### config.mk
export PLATFORM = sky130hd
export DESIGN_NAME = uart_mmio_responder
export DESIGN_NICKNAME = d
export VERILOG_FILES = /design/src/rtl/uart_mmio_pkg.sv /design/src/rtl/uart_mmio_responder_fifo.sv /design/src/rtl/uart_mmio_responder.sv
export SDC_FILE = /design/constraint.sdc
export NUM_CORES = 1
export LEC_CHECK = 0
export CAP_MARGIN = 20
export CORE_ASPECT_RATIO = 0.8
export CORE_MARGIN = 1.5
export CORE_UTILIZATION = 59
export DETAILED_ROUTE_END_ITERATION = 12
export PLACE_DENSITY_LB_ADDON = 0.2
export SYNTH_ARGS = -nofsm -noshare
export SYNTH_HDL_FRONTEND = slang
export SYNTH_HIERARCHICAL = 1
export SYNTH_SLANG_ARGS = --single-unit
### constraint.sdc
create_clock -name clk_in -period 8.69 [get_ports clk_in]
set_clock_uncertainty 0.15 [all_clocks]
set_input_delay 1.738 -clock clk_in [delete_from_list [all_inputs] [get_ports clk_in]]
set_output_delay 1.738 -clock clk_in [all_outputs]
set_load 0.02 [all_outputs]
### src/rtl/uart_mmio_pkg.sv
// uart_mmio_pkg
// Shared definitions for the memory-mapped UART responder:
//   - tx_state_t   : drain state machine states (IDLE, START, WAIT_BUSY, WAIT_DONE)
//   - STAT_*       : bit positions inside the status word
//   - CTRL_*       : bit positions inside the control register
//   - BUSY_TIMEOUT : cycles WAIT_BUSY waits for tx_busy before giving up
package uart_mmio_pkg;

    typedef enum logic [1:0] {
        IDLE,
        START,
        WAIT_BUSY,
        WAIT_DONE
    } tx_state_t;

    localparam int unsigned STAT_RX_NOT_EMPTY = 0;
    localparam int unsigned STAT_TX_FULL      = 1;
    localparam int unsigned STAT_TX_ACTIVE    = 2;
    localparam int unsigned STAT_RX_OVERRUN   = 3;
    localparam int unsigned STAT_TX_DROP      = 4;
    localparam int unsigned STAT_LOOPBACK     = 5;
    localparam int unsigned STAT_RX_COUNT_LSB = 8;
    localparam int unsigned STAT_TX_COUNT_LSB = 16;

    localparam int unsigned CTRL_CLEAR_FLAGS  = 0;
    localparam int unsigned CTRL_FLUSH        = 1;
    localparam int unsigned CTRL_LOOPBACK     = 2;

    localparam int unsigned BUSY_TIMEOUT      = 4;

endpackage

### src/rtl/uart_mmio_responder_fifo.sv
// sync_fifo
// Single-clock FIFO used for both the TX and RX byte queues.
//   clk_in, reset : clock, asynchronous active-high reset
//   push, wr_data : enqueue request and data (accepted when not full, or
//                   when full but popping in the same cycle)
//   pop           : dequeue request (ignored when empty)
//   flush         : empties the FIFO; overrides push and pop
//   full, empty   : occupancy flags
//   count         : number of stored entries (0..DEPTH)
//   head          : oldest entry (undefined when empty)
module sync_fifo #(
    parameter int unsigned WIDTH = 8,
    parameter int unsigned DEPTH = 8
) (
    input  logic                     clk_in,
    input  logic                     reset,
    input  logic                     push,
    input  logic                     pop,
    input  logic                     flush,
    input  logic [WIDTH-1:0]         wr_data,
    output logic                     full,
    output logic                     empty,
    output logic [$clog2(DEPTH):0]   count,
    output logic [WIDTH-1:0]         head
);

    localparam int unsigned AW = $clog2(DEPTH);
    localparam int unsigned CW = AW + 1;

    logic [WIDTH-1:0] mem [DEPTH];
    logic [AW-1:0]    rd_ptr;
    logic [AW-1:0]    wr_ptr;
    logic             do_push;
    logic             do_pop;

    assign empty   = (count == '0);
    assign full    = (count == CW'(DEPTH));
    assign do_pop  = pop & ~empty;
    // A full FIFO still accepts a byte when the head leaves in the same cycle.
    assign do_push = push & (~full | do_pop);
    assign head    = mem[rd_ptr];

    always_ff @(posedge clk_in or posedge reset) begin
        if (reset) begin
            rd_ptr <= '0;
            wr_ptr <= '0;
            count  <= '0;
        end else if (flush) begin
            rd_ptr <= '0;
            wr_ptr <= '0;
            count  <= '0;
        end else begin
            if (do_push) wr_ptr <= wr_ptr + AW'(1);
            if (do_pop)  rd_ptr <= rd_ptr + AW'(1);
            if (do_push && !do_pop)
                count <= count + CW'(1);
            else if (do_pop && !do_push)
                count <= count - CW'(1);
        end
    end

    always_ff @(posedge clk_in) begin
        if (do_push && !flush)
            mem[wr_ptr] <= wr_data;
    end

endmodule

### src/rtl/uart_mmio_responder.sv
// uart_mmio_responder
// CPU-facing UART register block between the bus decoder and the UART_TX /
// UART_RX serial engines. Stores go into a TX FIFO drained by a handshake
// state machine; bytes from UART_RX are queued in an RX FIFO for CPU loads.
// All bus enables are edge-detected so a long-held access counts once.
//
// Ports:
//   clk_in, reset       : clock, asynchronous active-high reset
//   tx_write_en         : store to TX data register (rising edge pushes)
//   rx_read_en          : load from RX data register (falling edge pops)
//   status_read_en      : load from status register
//   ctrl_write_en       : store to control register (rising edge acts)
//   write_data          : store data
//   read_data           : load data, 0 when no read enable is active
//   tx_busy             : UART_TX busy
//   tx_start, tx_data   : one-cycle start pulse and byte for UART_TX
//   rx_data             : byte from UART_RX
//   rx_data_ready       : UART_RX byte available (rising edge captures)
//   rx_data_clear       : one-cycle acknowledge to UART_RX
//
// Build option: define UART_MMIO_LOOPBACK_EN to add the internal loopback
// path (control bit 2); without it the bit is ignored and status[5] reads 0.
module uart_mmio_responder
    import uart_mmio_pkg::*;
#(
    parameter int unsigned TX_DEPTH = 8,
    parameter int unsigned RX_DEPTH = 8
) (
    input  logic        clk_in,
    input  logic        reset,
    input  logic        tx_write_en,
    input  logic        rx_read_en,
    input  logic        status_read_en,
    input  logic        ctrl_write_en,
    input  logic [31:0] write_data,
    output logic [31:0] read_data,
    input  logic        tx_busy,
    output logic        tx_start,
    output logic [7:0]  tx_data,
    input  logic [7:0]  rx_data,
    input  logic        rx_data_ready,
    output logic        rx_data_clear
);

    localparam int unsigned TX_CW  = $clog2(TX_DEPTH) + 1;
    localparam int unsigned RX_CW  = $clog2(RX_DEPTH) + 1;
    localparam int unsigned WAIT_W = $clog2(BUSY_TIMEOUT);

    // Edge detection
    logic tx_we_q, rx_re_q, ctrl_we_q, rdy_q;
    logic tx_wr_evt, rx_pop_evt, ctrl_evt, rdy_evt;
    logic flush, clr_flags;

    // FIFO plumbing
    logic             tx_pop, tx_full, tx_empty;
    logic [TX_CW-1:0] tx_count;
    logic [7:0]       tx_head;
    logic             rx_push, rx_full, rx_empty;
    logic [RX_CW-1:0] rx_count;
    logic [7:0]       rx_head, rx_wdata;

    // Control / status
    logic        loopback, lb_xfer, rx_cap;
    logic        rx_overrun, tx_drop, tx_drop_set, rx_ovr_set;
    logic [31:0] status;

    tx_state_t   state_q, state_d;
    logic [WAIT_W-1:0] wait_cnt;

    logic unused_ok;
    assign unused_ok = ^write_data[31:8];

    always_ff @(posedge clk_in or posedge reset) begin
        if (reset) begin
            tx_we_q   <= 1'b0;
            rx_re_q   <= 1'b0;
            ctrl_we_q <= 1'b0;
            rdy_q     <= 1'b0;
        end else begin
            tx_we_q   <= tx_write_en;
            rx_re_q   <= rx_read_en;
            ctrl_we_q <= ctrl_write_en;
            rdy_q     <= rx_data_ready;
        end
    end

    assign tx_wr_evt  = tx_write_en & ~tx_we_q;
    // Pop on the falling edge so the head stays put for the whole load.
    assign rx_pop_evt = ~rx_read_en & rx_re_q;
    assign ctrl_evt   = ctrl_write_en & ~ctrl_we_q;
    assign rdy_evt    = rx_data_ready & ~rdy_q;
    assign flush      = ctrl_evt & write_data[CTRL_FLUSH];
    assign clr_flags  = ctrl_evt & write_data[CTRL_CLEAR_FLAGS];

`ifdef UART_MMIO_LOOPBACK_EN
    always_ff @(posedge clk_in or posedge reset) begin
        if (reset)
            loopback <= 1'b0;
        else if (ctrl_evt)
            loopback <= write_data[CTRL_LOOPBACK];
    end
`else
    assign loopback = 1'b0;
`endif

    // UART_RX captures are ignored while loopback owns the RX FIFO input.
    assign rx_cap   = rdy_evt & ~loopback;
    assign rx_push  = loopback ? lb_xfer : rx_cap;
    assign rx_wdata = loopback ? tx_head : rx_data;

    sync_fifo #(.WIDTH(8), .DEPTH(TX_DEPTH)) u_tx_fifo (
        .clk_in  (clk_in),
        .reset   (reset),
        .push    (tx_wr_evt),
        .pop     (tx_pop),
        .flush   (flush),
        .wr_data (write_data[7:0]),
        .full    (tx_full),
        .empty   (tx_empty),
        .count   (tx_count),
        .head    (tx_head)
    );

    sync_fifo #(.WIDTH(8), .DEPTH(RX_DEPTH)) u_rx_fifo (
        .clk_in  (clk_in),
        .reset   (reset),
        .push    (rx_push),
        .pop     (rx_pop_evt),
        .flush   (flush),
        .wr_data (rx_wdata),
        .full    (rx_full),
        .empty   (rx_empty),
        .count   (rx_count),
        .head    (rx_head)
    );

    // A flushed byte is discarded silently, so it never raises a drop flag.
    assign tx_drop_set = tx_wr_evt & ~flush & tx_full & ~tx_pop;
    assign rx_ovr_set  = rx_cap & ~flush & rx_full & ~rx_pop_evt;

    always_ff @(posedge clk_in or posedge reset) begin
        if (reset) begin
            rx_overrun    <= 1'b0;
            tx_drop       <= 1'b0;
            rx_data_clear <= 1'b0;
        end else begin
            rx_data_clear <= rx_cap;
            if (clr_flags) begin
                rx_overrun <= 1'b0;
                tx_drop    <= 1'b0;
            end
            if (tx_drop_set) tx_drop    <= 1'b1;
            if (rx_ovr_set)  rx_overrun <= 1'b1;
        end
    end

    // Drain FSM: state register
    always_ff @(posedge clk_in or posedge reset) begin
        if (reset) begin
            state_q  <= IDLE;
            wait_cnt <= '0;
        end else begin
            state_q  <= state_d;
            wait_cnt <= (state_q == WAIT_BUSY) ? wait_cnt + WAIT_W'(1) : '0;
        end
    end

    // Drain FSM: next state. IDLE also looks at the write event in flight so
    // a store into an idle, empty FIFO reaches START in the following cycle.
    always_comb begin
        state_d = state_q;
        if (flush) begin
            state_d = IDLE;
        end else begin
            case (state_q)
                IDLE:
                    if (!loopback && !tx_busy && (!tx_empty || tx_wr_evt))
                        state_d = START;
                START:
                    state_d = WAIT_BUSY;
                WAIT_BUSY:
                    if (tx_busy || wait_cnt == WAIT_W'(BUSY_TIMEOUT - 1))
                        state_d = WAIT_DONE;
                WAIT_DONE:
                    if (!tx_busy)
                        state_d = IDLE;
                default:
                    state_d = IDLE;
            endcase
        end
    end

    // Drain FSM: outputs
    always_comb begin
        tx_start = 1'b0;
        tx_data  = '0;
        tx_pop   = 1'b0;
        lb_xfer  = 1'b0;
        case (state_q)
            START: begin
                tx_start = 1'b1;
                tx_data  = tx_head;
                tx_pop   = 1'b1;
            end
            IDLE: begin
                lb_xfer = loopback & ~tx_empty & (~rx_full | rx_pop_evt);
                tx_pop  = lb_xfer;
            end
            default: ;
        endcase
    end

    always_comb begin
        status = '0;
        status[STAT_RX_NOT_EMPTY] = ~rx_empty;
        status[STAT_TX_FULL]      = tx_full;
        status[STAT_TX_ACTIVE]    = ~tx_empty | (state_q != IDLE) | tx_busy;
        status[STAT_RX_OVERRUN]   = rx_overrun;
        status[STAT_TX_DROP]      = tx_drop;
        status[STAT_LOOPBACK]     = loopback;
        status[STAT_RX_COUNT_LSB +: 8] = 8'(rx_count);
        status[STAT_TX_COUNT_LSB +: 8] = 8'(tx_count);
    end

    always_comb begin
        read_data = '0;
        if (rx_read_en)
            read_data = {24'h0, rx_empty ? 8'h00 : rx_head};
        else if (status_read_en)
            read_data = status;
    end

endmodule

Word-level counts from Yosys, hierarchy flattened

Memory sizes are Yosys's and may differ from the RTL's.
Index checks and enable logic that the tools add are counted.

Add/sub/neg operators: 9
Equality and inequality tests: 9
Muxes and demuxes: 32
Bitwise logic cells: 31
Reductions and logical operators: 29

Operators by type and width:

| operator                                               | number |
|---|---|
| two-way mux 20 bit                                     | 2 |
| two-way mux 3 bit                                      | 8 |
| two-way mux 4 bit                                      | 6 |
| AND 1 bit                                              | 16 |
| two-way mux 8 bit                                      | 2 |
| nonzero test 2 bit                                     | 7 |
| adder 3 x 1 -> 3 bit (second input constant)           | 4 |
| NOT 1 bit                                              | 11 |
| two-way mux 2 bit                                      | 5 |
| adder 4 x 1 -> 4 bit (second input constant)           | 2 |
| equality test 4 bit (second input constant)            | 2 |
| zero test 4 bit                                        | 2 |
| two-way mux 1 bit                                      | 8 |
| case mux 2 bit (4 select lines)                        | 1 |
| subtractor 4 x 1 -> 4 bit (second input constant)      | 2 |
| logical AND 1 bit                                      | 7 |
| zero test 1 bit                                        | 7 |
| equality test 2 bit (second input constant)            | 3 |
| inequality test 3 bit (second input constant)          | 2 |
| nonzero test 3 bit                                     | 2 |
| bitwise OR 1 bit                                       | 4 |
| inequality test 3 x 2 -> 1 bit (second input constant) | 1 |
| AND reduction 3 bit                                    | 1 |
| adder 2 x 1 -> 2 bit (second input constant)           | 1 |
| other kinds (3)                                        | 4 |

Flip-flop bits (word level): 31
Memory bits (writable): 128
Logic and storage cells: 127
Memories: 2

Memories:

| name          | words | width | read ports | clocked after memory_dff | wr ports | line                           | RTL |
|---|---|---|---|---|---|---|---|
| u_rx_fifo.mem | 8     | 8     | 1          | 0                        | 1        | uart_mmio_responder_fifo.sv:30 | `logic [WIDTH-1:0] mem [DEPTH];` |
| u_tx_fifo.mem | 8     | 8     | 1          | 0                        | 1        | uart_mmio_responder_fifo.sv:30 |  |

Logic depth before layout (Yosys ltp)

Gate-level depths: netlist (run 1).

Depth after elaboration: 10
Depth in mapped cells: 9
Mapped depth without buffers: 9

Modules after synthesis

Netlist (run 1), hierarchy kept.

By module, submodules not included:

| module                | times used | cells each | area an instance (µm²) |
|---|---|---|---|
| sync_fifo (u_tx_fifo) | 1          | 179        | 3,211.8 |
| sync_fifo (u_rx_fifo) | 1          | 175        | 3,163.0 |
| uart_mmio_responder   | 1          | 91         | 814.5 |

Worst setup path after synthesis (run 1)

Ideal clock, no wire load.

Path type: input to output
Start point: in status_read_en
End point: out read_data[0]
Arrival: 2.512 ns
Slack: 4.290 ns
Stages on the path: 4
Path through: nor2b_1 -> clkbuf_1 -> a21oi_1 -> nor2_1

Longest elaborated chain between the ends: 2

Ends and longest elaborated chain:

| item               | line                       | RTL |
|---|---|---|
| from (decl)        | uart_mmio_responder.sv:33  | `input logic status_read_en,` |
| two-way mux 20 bit | uart_mmio_responder.sv:229 | `else if (status_read_en)` |
| two-way mux 20 bit | uart_mmio_responder.sv:227 | `if (rx_read_en)` |
| to (decl)          | uart_mmio_responder.sv:36  | `output logic [31:0] read_data,` |

Every way passes these cells.

Final worst setup path (run 1)

Start point: in rx_read_en
End point: out read_data[2]

Longest elaborated chain between the ends: 1

Ends and longest elaborated chain:

| item               | line                       | RTL |
|---|---|---|
| from (decl)        | uart_mmio_responder.sv:32  | `input logic rx_read_en,` |
| two-way mux 20 bit | uart_mmio_responder.sv:227 |  |

Every way passes these cells.

==> results of run 1 <==
## worst max-delay path: cells and delay by family
family	cells	cell delay (ps)
compound gates	1	260
buf+inv	2	1110
simple gates	2	950
## sequential cells by signal, indices dropped and copies added, names as in the netlist
signal,count
ctrl_we_q,1
rdy_q,1
rx_data_clear,1
rx_overrun,1
rx_re_q,1
state_q,2
tx_drop,1
tx_we_q,1
u_rx_fifo/count,4
u_rx_fifo/mem,64
u_rx_fifo/rd_ptr,3
u_rx_fifo/wr_ptr,3
u_tx_fifo/count,4
u_tx_fifo/mem,64
u_tx_fifo/rd_ptr,3
u_tx_fifo/wr_ptr,3
wait_cnt,2
## cells in the mapped netlist, types with 8 or more instances
| master | instances |
|---|---|
| buf_4 | 17 |
| nor3_1 | 8 |
| and2_1 | 19 |
| mux4_2 | 9 |
| inv_1 | 18 |
| mux2_2 | 16 |
| mux4_1 | 23 |
| ha_1 | 13 |
| nand2_1 | 13 |
| dfrtp_1 | 31 |
| edfxtp_1 | 128 |
| nor2_1 | 33 |
## final cells by class
type,instances,area (sq um),share of cell area
clock inverter,14,117.6,0.01420
multi-input combinational,246,2301,0.2778
sequential,159,4619,0.5578
timing repair buffer,58,558.0,0.06738
tap,148,185.2,0.02236
inverter,19,71.32,0.008612
clock buffer,18,429.2,0.05182
## through the flow
stage                     instance area [sq um]    util  hold slack (ps)  std cells  setup slack [ps]
after CTS                                  8282  0.7083            295.9        662              2633
after detailed placement                   7735  0.6615            288.3        630              2642
after global routing                       8282  0.7083            326.1        662              2544
final                                      8282  0.7083            292.8        662              2732
after floorplan                            7246       -            257.0        460              4290
after global placement                     7735  0.6615            267.8        630              2746
## layer usage
layer | vias up | wire length [microns]
met1 | 1967 | 5933
met2 | 107 | 6472
met4 | 0 | 119
met3 | 9 | 798
met5 | - | 0
li1 | 1794 | -
## kinds of logic after synthesis
kind of cell / after synthesis / share of synthesized area
simple gates: 105 / 0.07658
other cells: 1 / 0.0005216
compound gates: 45 / 0.04803
mux: 53 / 0.1443
fa+ha+maj: 15 / 0.02819
xor+xnor: 12 / 0.01462
flops: 159 / 0.6425
buf+inv: 55 / 0.04525
## final timing paths
kind | startpoint | end | slack, ps | depth (start not counted)
worst max-delay path | rx_read_en | read_data[2] | 2730 | 5
worst min-delay path | wait_cnt[0] | wait_cnt[0] | 290 | 1
worst max register to register | rdy_q | u_rx_fifo/count[3] | 5660 | 7
worst min register to register | wait_cnt[0] | wait_cnt[0] | 290 | 1
max in group asynchronous | reset | u_rx_fifo/count[0] | 6520 | 2
min in group asynchronous | reset | u_tx_fifo/wr_ptr[0] | 1550 | 2
## where the power goes
part	total (mW)	internal [mW]	switching, mW
Clock	0.680	0.392	0.288
Combinational	0.736	0.395	0.341
Sequential	1.07	0.912	0.160
Total	2.49	1.70	0.788
==> flow_summary.toml, run 1 <==
[status]
outcome = "complete, no violations"

[detailed_routing]
routed_wl_mm = 13.32
vias = 3877
drc = 0
ant_nets = 0
drt_iter0_drc = 262
wl_per_cell_microns = 20.13
dr.pass1.iters = 5
via_per_inst = 5.856

[placement]
gp_congestion = 0.7735
port_buffers = 49
hpwlAfterDp_mm = 8.810

[sta]
hold_violations = 0
relSlewSlack = 0.3130
rsz0062_at_grt = "no"
clock.fmax_mhz = 167.9
setup_viol = 0
setup_tns_ps = 0
maxSlewViolCount = 0
finalCriticalPeriod_ps = 5958
tightest_slew_ps = 1031
period_share = 0.6856

[critical_path]
crit_path_frequent_cell = "clkdlybuf4s50_1"
cp_max_fo = 13
cp_cell_sequence = "clkdlybuf4s50_1, nor2b_1, o21ai_0, nand2_1, clkdlybuf4s50_1"
arrival_ps = 4070
cp-end-kind = "primary output"
cp.required_ps = 6800
worstSetupPathType = "primary input to primary output"
start_kind = "primary input"
worst_path_max_delay_cell = "nor2b_1"
cp_slowest_stage_delay_ps = 800

[hold_path]
hp-class = "register to register"

[floorplanning]
rows = 35
initial_core_util = 0.6149
die_area_sq_mm = 0.01286
die_width_microns = 126.4
core_sq_mm = 0.01169
ios = 90
dieHeight_microns = 101.7

[clock_network]
cts_made_buffers = 17
cts_sinks = 159
cts_hold_buf = 0
tritoncts = "yes"
clk_latency_ps = 410
clkTransAtPathRegs_ps = 60
clockBufferDepth = 2
root_buffer = "clkbuf_16"
cts_setup_buffers = 0
h-tree-depth = 4
cts_resized = 0

[synthesis]
synth.avg_cell_area_sq_um = 16.16
synthDistinctLibCells = 56
synth_top_area_frac = 0.5346
netlist_area_sq_mm = 0.007189
synth-main-ff-cell = "edfxtp_1"
yosysSeqAreaShare = 0.6425
postSynthCellCount = 445
yosys_warnings = 6
synth_area_leader_cell = "edfxtp_1"
ys_ff_latch = 159
synth.top_cells.by_area = "edfxtp_1 53%, dfrtp_1 11%, mux4_1 8.4%"
synth_edf_count = 128
synthArstFlopShare = 0.1950

[grt]
busiest_layer = "met2"
grt_pass1_wl_mm = 21.24
antenna_found_initial = 0
use_met3 = 0.06128
grt_overflow = 0
grt_max_degree = 34
grt_pass1_vias = 4036
track_usage = 0.2289
grt_util_met1 = 0.3211
met2_usage = 0.3623

[finish]
final_common_cell = "edfxtp_1"
nets = 564
drive_gt1_frac = 0.1440
area_growth_pct = 15.19
nFillCells = 765
final_cell_mix = "128 x edfxtp_1, 49 x clkdlybuf4s50_1, 33 x nor2_1, 31 x dfrtp_1, 23 x mux4_1"
diodes = 0

[pwr]
ir_drop_mv = 0.2078
p_per_area_mw_per_mm2 = 300.3
power.total_mw = 2.487
leakagePower_nw = 3.034

[job]
drv_cap = 0
(Power assumes the default switching activity.)
==> run 2, diff against run 1 <==
--- a/config.mk
+++ b/config.mk
@@ -8,7 +8,7 @@
 export CAP_MARGIN = 20
 export CORE_ASPECT_RATIO = 0.8
 export CORE_MARGIN = 1.5
-export CORE_UTILIZATION = 59
+export CORE_UTILIZATION = 56
 export DETAILED_ROUTE_END_ITERATION = 12
 export PLACE_DENSITY_LB_ADDON = 0.2
 export SYNTH_ARGS = -nofsm -noshare
==> constraint.sdc (replaced) <==
create_clock -name clk_in -period 6.14 [get_ports clk_in]
set_clock_uncertainty 0.15 [all_clocks]
set_input_delay 1.228 -clock clk_in [delete_from_list [all_inputs] [get_ports clk_in]]
set_output_delay 1.228 -clock clk_in [all_outputs]
set_load 0.02 [all_outputs]
==> run 2 against run 1 <==
Register-to-register slack got worse by 2700 ps. Count of clock-buffer cells in the layout unchanged. Via count rose by 0.13%. Final cell count is 3.3% higher. Sequential power rose by 42%. Utilization is 3.0 points lower. Non-clock buffer count decreased by 1. Combinational power increased by 41%. Sequential cell count unchanged. Critical path type unchanged.
==> flow_summary.toml, run 2 (synthesis gave the netlist of run 1 again) <==
[clock_network]
cts_setup_buffers = 0
cts_sinks = 159
cts_resized = 0
cts_hold_buf = 0
clockBufferDepth = 2
root_buffer = "clkbuf_16"
h-tree-depth = 4
tritoncts = "yes"
cts_made_buffers = 17
clk_latency_ps = 430
clkTransAtPathRegs_ps = 60

[sta]
setup_viol = 0
rsz0062_at_grt = "no"
final.setup.worst_slack_ps = 1391
hold_violations = 0
setup_tns_ps = 0
tightest_slew_ps = 1032
relSlewSlack = 0.3112
finalCriticalPeriod_ps = 4749
clock.fmax_mhz = 210.6
maxSlewViolCount = 0
period_share = 0.7735

[detailed_routing]
routed_wl_mm = 13.45
drt_iter0_drc = 334
dr.pass1.iters = 4
via_per_inst = 5.675
ant_nets = 0
wl_per_cell_microns = 19.66
vias = 3882
drc = 0

[hold_path]
hp-class = "register to register"

[finish]
final_cell_mix = "128 x edfxtp_1, 49 x clkdlybuf4s50_1, 33 x nor2_1, 31 x dfrtp_1, 23 x mux4_1"
nets = 563
utilization = 0.6779
drive_gt1_frac = 0.1462
top_regs = "u_rx_fifo/mem x64, u_tx_fifo/mem x64"
area_growth_pct = 16.38
final_area_sq_mm = 0.008367
final_common_cell = "edfxtp_1"
nFillCells = 837
diodes = 0

[floorplanning]
rows = 36
die_area_sq_mm = 0.01353
dieHeight_microns = 104.3
ios = 90
die_width_microns = 129.7
initial_core_util = 0.5825
core_sq_mm = 0.01234

[placement]
port_buffers = 49
placed_area_sq_mm = 0.007756
hpwlAfterDp_mm = 8.750
gp_congestion = 0.8305
post-place-ws_ps = 1363

[grt]
grt_overflow = 0
grt_pass1_wl_mm = 21.30
grt_pass1_vias = 3897
grt_max_degree = 34
antenna_found_initial = 0
track_usage = 0.2181

[pwr]
leakagePower_nw = 3.067
ir_drop_mv = 0.3200
p_per_area_mw_per_mm2 = 434.5

[critical_path]
worst_path_max_delay_cell = "nor2b_1"
critPathBufInv = 2
start_kind = "primary input"
cp_cell_sequence = "clkdlybuf4s50_1, nor2b_1, o21ai_0, nand2_1, clkdlybuf4s50_1"
cp.required_ps = 4760
arrival_ps = 3370
cp_slowest_stage_delay_ps = 720
crit_path_frequent_cell = "clkdlybuf4s50_1"
cp-end-kind = "primary output"
worstSetupPathType = "primary input to primary output"
crit_family = "buffers and inverters"
cp_max_fo = 13

[job]
drv_cap = 0

[status]
outcome = "complete, no violations"
-- run 2: changes by cell type in the layout (fill, tap and decap cells not counted) --
| cell | previous run | this run |
|---|---|---|
| inv_6 | 2 | 4 |
| bufinv_16 | 1 | 3 |
| clkinv_4 | 3 | 2 |
| buf_4 | 9 | 8 |
| clkinvlp_4 | 3 | 1 |
| clkinv_2 | 2 | 1 |
| inv_8 | 0 | 2 |
| clkinv_1 | 3 | 1 |
-- run 2: layout make-up --
type | instances | area [sq um] | area share
Timing Repair Buffer | 57 | 550.5 | 0.06580
Inverter | 19 | 71.32 | 0.008524
Clock inverter | 14 | 181.4 | 0.02168
Sequential cell | 159 | 4619 | 0.5521
Multi-Input combinational cell | 246 | 2301 | 0.2750
Clock buffer | 18 | 429.2 | 0.05129
Tap cell | 171 | 214.0 | 0.02557
-- run 2: per-layer routing --
metal	wire [microns]	part of all wire	GRT usage	vias up
met1	6190	0.46	0.3123	1942
met3	858	0.064	0.06224	22
met5	0	0	0	-
li1	-	-	-	1788
met2	6173	0.46	0.3193	130
met4	223	0.017	0.08254	0
-- run 2: path summary, 6_finish.rpt --
kind / depth (start not counted) / from / endpoint / slack [ps]
worst max-delay path: 5 / rx_read_en / read_data[2] / 1390
worst min-delay path: 1 / wait_cnt[0] / wait_cnt[0] / 280
worst max register to register: 6 / state_q[1] / u_tx_fifo/mem[6][2] / 3010
worst min register to register: 1 / wait_cnt[0] / wait_cnt[0] / 280
max in group asynchronous: 2 / reset / ctrl_we_q / 4510
min in group asynchronous: 2 / reset / u_tx_fifo/count[2] / 1000
-- run 2: per-stage QoR --
| step | hold WS [ps] | power (mW) | std cells |
|---|---|---|---|
| 6_report | 282.8 | 3.636 | 684 |
| 5_1_grt | 295.0 | 3.830 | 684 |
| 4_1_cts | 287.0 | 3.666 | 684 |
| 3_5_place_dp | 270.7 | 2.574 | 652 |
| 3_3_place_gp | 268.3 | 2.539 | 652 |
| 2_1_floorplan | 257.0 | 2.289 | 460 |
-- run 2: worst reg2reg max path: cells and delay by family (launching register included) --
| family | cells | cell delay, ps |
|---|---|---|
| buffers and inverters | 1 | 110 |
| AND/OR/NAND/NOR | 3 | 1370 |
| flip-flops | 1 | 400 |
| AO/OA/AOI/OAI | 1 | 90 |
| adder cells (fa/ha/maj) | 1 | 630 |
-- run 2: where the power goes --
part,leakage [nW],total (mW),switching (mW),internal (mW)
logic,1.22,1.04,0.480,0.560
clock network,0.297,1.08,0.431,0.648
registers,1.55,1.52,0.226,1.29
